[src/rtl/sram16_target.sv]
// Pipeconnect target serving 32-bit word requests from an asynchronous 16-bit SRAM.
// Each word is two big-endian halfword phases of WAIT+1 cycles; empty write halves are skipped.
module sram16_target #(
  parameter int unsigned ADDR_W = 18,
  parameter int unsigned WAIT   = 2
) (
  input  logic              clk,
  input  logic              rst,
  input  logic [31:0]       req_a,
  input  logic              req_r,
  input  logic              req_w,
  input  logic [31:0]       req_wd,
  input  logic [3:0]        req_wbe,
  output logic [31:0]       res_rd,
  output logic              res_hold,
  output logic [ADDR_W-1:0] sram_a,
  output logic [15:0]       sram_d,
  output logic              sram_d_oe,
  input  logic [15:0]       sram_d_in,
  output logic              sram_cs_n,
  output logic              sram_oe_n,
  output logic              sram_we_n,
  output logic              sram_ub_n,
  output logic              sram_lb_n
);

  localparam logic [1:0] IDLE = 2'd0;
  localparam logic [1:0] PH0  = 2'd1;
  localparam logic [1:0] PH1  = 2'd2;

  localparam logic [3:0] WaitCnt = 4'(WAIT);

  logic [1:0]        state_q, state_d;
  logic [3:0]        cnt_q, cnt_d;
  logic [ADDR_W-2:0] addr_q;
  logic              wr_q;
  logic [31:0]       wd_q;
  logic [3:0]        wbe_q;
  logic [31:0]       rd_q;

  logic       accept;
  logic       last;
  logic       in_ph;
  logic       is_ph1;
  logic [1:0] be;
  logic       unused_a;

  assign unused_a = ^{req_a[31:ADDR_W+1], req_a[1:0]};

  assign accept = (state_q == IDLE) && (req_r || req_w);
  assign last   = (cnt_q == 4'd0);

  always_comb begin
    state_d = state_q;
    cnt_d   = cnt_q;
    case (state_q)
      IDLE: begin
        if (accept) begin
          // A write with no enabled bytes in a half skips that phase entirely.
          if (!req_w || (req_wbe[3:2] != 2'b00)) begin
            state_d = PH0;
            cnt_d   = WaitCnt;
          end else if (req_wbe[1:0] != 2'b00) begin
            state_d = PH1;
            cnt_d   = WaitCnt;
          end
        end
      end
      PH0: begin
        if (last) begin
          if (!wr_q || (wbe_q[1:0] != 2'b00)) begin
            state_d = PH1;
            cnt_d   = WaitCnt;
          end else begin
            state_d = IDLE;
          end
        end else begin
          cnt_d = cnt_q - 4'd1;
        end
      end
      PH1: begin
        if (last) begin
          state_d = IDLE;
        end else begin
          cnt_d = cnt_q - 4'd1;
        end
      end
      default: state_d = IDLE;
    endcase
  end

  always_ff @(posedge clk or negedge rst) begin
    if (!rst) begin
      state_q <= IDLE;
      cnt_q   <= 4'd0;
      addr_q  <= '0;
      wr_q    <= 1'b0;
      wd_q    <= 32'd0;
      wbe_q   <= 4'd0;
      rd_q    <= 32'd0;
    end else begin
      state_q <= state_d;
      cnt_q   <= cnt_d;
      if (accept) begin
        addr_q <= req_a[ADDR_W:2];
        wr_q   <= req_w;
        wd_q   <= req_wd;
        wbe_q  <= req_wbe;
      end
      if (!wr_q && last && (state_q == PH0)) rd_q[31:16] <= sram_d_in;
      if (!wr_q && last && (state_q == PH1)) rd_q[15:0]  <= sram_d_in;
    end
  end

  // Strobes decode from registered state only, so reset releases them immediately.
  assign in_ph  = (state_q == PH0) || (state_q == PH1);
  assign is_ph1 = (state_q == PH1);
  assign be     = is_ph1 ? wbe_q[1:0] : wbe_q[3:2];

  assign res_rd    = rd_q;
  assign res_hold  = in_ph;
  assign sram_a    = {addr_q, is_ph1};
  assign sram_d    = is_ph1 ? wd_q[15:0] : wd_q[31:16];
  assign sram_d_oe = in_ph && wr_q;
  assign sram_cs_n = !in_ph;
  assign sram_oe_n = !(in_ph && !wr_q);
  // we_n rises one cycle before the phase ends so data and address hold past it.
  assign sram_we_n = !(in_ph && wr_q && !last);
  assign sram_ub_n = !(in_ph && (!wr_q || be[1]));
  assign sram_lb_n = !(in_ph && (!wr_q || be[0]));

endmodule

[config.mk]
export PLATFORM = sky130hd
export DESIGN_NAME = sram16_target
export DESIGN_NICKNAME = d
export VERILOG_FILES = /design/src/rtl/sram16_target.sv
export SDC_FILE = /design/constraint.sdc
export NUM_CORES = 1
export LEC_CHECK = 0
export ABC_AREA = 1
export ABC_CLOCK_PERIOD_IN_PS = 1840
export BUFFER_PORTS_ARGS = -buffer_cell sky130_fd_sc_hd__buf_4
export CAP_MARGIN = 20
export CORE_MARGIN = 3
export CORE_UTILIZATION = 45
export DETAILED_ROUTE_END_ITERATION = 8
export PLACE_DENSITY = 0.81
export SKIP_LAST_GASP = 1
export SLEW_MARGIN = 20
export SYNTH_ARGS = -nofsm -noshare
export SYNTH_HDL_FRONTEND = slang
export SYNTH_SLANG_ARGS = --single-unit
[constraint.sdc]
create_clock -name clk -period 1.84 [get_ports clk]
set_clock_uncertainty 0.05 [all_clocks]
set_input_delay 0.368 -clock clk [delete_from_list [all_inputs] [get_ports clk]]
set_output_delay 0.368 -clock clk [all_outputs]
set_load 0.005 [all_outputs]
==> flow_summary.yaml <==
finish:
  nNetsFinal: 752
  drive_gt1_share_pct: 35.8
  area_delta_synth_final_pct: 40.0
  layout.filler_cells: 719
  layout.core_utilization_pct: 65.6
  final-seq-area_sq_mm: 0.00230
  layout_common_cells: "nand2_1 (263), buf_4 (150), dfrtp_1 (92), inv_1 (26), o21ai_2 (22)"
  multiInputGateArea_sq_mm: 0.00165
  mostFrequentLayoutCell: "nand2_1"
  num_antenna_cells: 0
timing:
  setup_slack_ns: -0.0769
  post-route-min-period_ns: 1.92
  max_freq_mhz: 522
  setup_repair_after_global_routing_missed_its_margin: "true"
  fin_crit_sh_pct: 104
  setup_viol: 22
  finalHoldViolations: 0
  finalMaxSlewViolations: 0
  worst_pin_slew_ns: 0.382
  relSlewSlack_pct: 74.6
critical_path:
  critPathRequiredTime_ns: 1.42
  timing.critical_path.from_type: "register"
  cp_max_fo: 3
  critical_path_class: "register to output pin"
  arr_time_crit_path_ns: 1.50
  worstSetupEndpointType: "output pin"
route:
  wl_met1_mm: 4.34
  detailroute.wirelength.met2_mm: 5.44
  route.final.wire_length_mm: 10.6
  drcViolationCount: 0
  ant_nets: 0
  drt-vias-per-instance: 4.84
  detailedRoute.firstPassIterationCount: 4
  maxUsedRoutingLayer: "met4"
  detailroute.via_count: 3735
  met3_wirelength_um: 717
  wl_per_cell_um: 13.7
  drtIter0Drc: 193
grt:
  grt_usage_pct: 19.9
  global_route_wire_length_before_repair_mm: 16.5
  grt_max_degree: 45
  grt.overflow.total: 0
  first_global_vias: 3601
  grt_antenna_before_repair: 0
yosys:
  postSynthAreaPerCell_sq_um: 8.28
  synth.lib_cells_used.distinct: 23
  synth_nets: 594
  mappedNetlistArea_sq_mm: 0.00415
  syn-instance-count: 501
  ys_ff_latch: 92
  synth-warning-count: 0
  seq_area_frac_synth_pct: 55.5
clocking:
  cts_tree: "built"
  cts_buf_count: 9
  cts_clk_pin_slew_worst_paths_ns: 0.10
  clkSinkCount: 92
  cts-root-buf: "clkbuf_8"
  clockBufferDepth: 2
  htreeDepth: 3
  clk-insertion-delay-late_ns: 0.35
worst_hold_path:
  holdCritPathClass: "input port to register"
floorplan:
  floorplan.core_area_sq_mm: 0.00885
  die_y_um: 102
  boundaryPins: 161
  die-width_um: 102
  rows: 34
  die_area_sq_mm: 0.0104
  initial_utilization_pct: 46.9
pwr:
  vdd_drop_max_mv: 0.853
  total_power_divided_by_cell_area_mw_per_mm2: 1800
  leakagePower_nw: 3.23
placement:
  placement.io_buffers: 145
  dpl_hpwl_mm: 7.47
  gp_routability_congestion: 0.845
  pre_cts_slack_ns: 0.129
outcome:
  status: "complete, but fails checks"
  violations: "setup timing"
job:
  maxCapViolations: 0
worst max-delay path: stages, from the launching register on:
cell     delay (ns)
dfrtp_1        0.40
inv_2          0.10
ha_4           0.18
inv_4          0.05
buf_6          0.12
nand2_4        0.06
nand3_2        0.07
nand2_2        0.08
buf_6          0.09
registers in the layout, summed over array words and instances, names as in the netlist:
register  count
addr_q       17
wd_q         32
wbe_q         4
state_q       2
res_rd       32
wr_q          1
cnt_q         4
routing by layer:
metal	vias up	track usage (%)
met4	0	4.74
met2	129	34.4
met5	-	0
met3	10	4.78
met1	1754	25.4
li1	1842	-
Yosys cell counts, drive strengths merged:
| cell type | count | share of area [%] |
|---|---|---|
| nand2 | 277 | 25 |
| dfrtp | 92 | 56 |
| o21ai | 36 | 6.3 |
| inv | 34 | 3.1 |
| buf | 20 | 3.4 |
| nor2 | 15 | 1.5 |
| nand3 | 14 | 2.3 |
| ha | 5 | 1.5 |
| clkbuf | 3 | 0.27 |
| a21boi | 1 | 0.18 |
| a21oi | 1 | 0.12 |
| nand3b | 1 | 0.18 |
| nand4 | 1 | 0.15 |
| xor2 | 1 | 0.21 |
cell type report:
type	instances	area share, %
inverter	34	2.33
multi-input combinational	353	28.5
clock inverter	7	0.991
timing repair buffer	169	24.1
sequential	92	39.7
tap	108	2.33
clock buffer	9	2.13
final timing paths:
| check | start | end | slack, ns | cells after the start |
|---|---|---|---|---|
| min | req_wd[4] | wd_q[4]$_DFFE_PN0P_ | 0.15 | 3 |
| min in group asynchronous | rst | res_rd[16]$_DFFE_PN0P_ | 0.42 | 2 |
| max reg2reg | state_q[1]$_DFFE_PN0P_ | cnt_q[3]$_DFFE_PN0P_ | 0.13 | 9 |
| max | state_q[0]$_DFFE_PN0P_ | sram_lb_n | -0.08 | 8 |
| min reg2reg | wd_q[8]$_DFFE_PN0P_ | wd_q[8]$_DFFE_PN0P_ | 0.44 | 2 |
| max in group asynchronous | rst | addr_q[6]$_DFFE_PN0P_ | 0.76 | 3 |
per-stage QoR:
| step | setup TNS (ns) | cell area [sq um] | hold slack [ns] | instances | power (mW) |
|---|---|---|---|---|---|
| floorplan | 0 | 4150 | 0.0224 | 501 | 6.24 |
| global route | -2.48 | 5810 | 0.125 | 772 | 11.3 |
| global placement | 0 | 5380 | 0.252 | 744 | 8.36 |
| CTS | -0.646 | 5690 | 0.137 | 769 | 10.1 |
| detailed placement | 0 | 5380 | 0.263 | 744 | 8.58 |
| finish | -0.827 | 5810 | 0.154 | 772 | 10.4 |
logic make-up after synthesis:
family	Yosys count	share of synthesized area [%]
DFF	92	55.5
and+or+nand+nor	308	29.3
adders and majority gates	5	1.51
xor gates and xnor gates	1	0.211
buffers and inverters	57	6.85
AOI/OAI and AO/OA	38	6.64
power breakdown:
| group | total, mW | switching [mW] | internal [mW] |
|---|---|---|---|
| Sequential | 3.66 | 0.635 | 3.03 |
| Clock | 1.26 | 0.750 | 0.510 |
| Combinational | 5.50 | 2.78 | 2.72 |
what timing repair did:
| item | CTS | global route |
|---|---|---|
| endpoints found under the setup margin | 22 | 33 |
| cloned | 0 | 1 |
| gates resized for setup | 18 | 23 |
| endpoints found under the hold margin | 23 | 0 |
| hold buffers | 1 | 0 |
| pin swaps | 3 | 3 |
| buffers inserted | 8 | 2 |
Power figures use the tool's default switching activity.
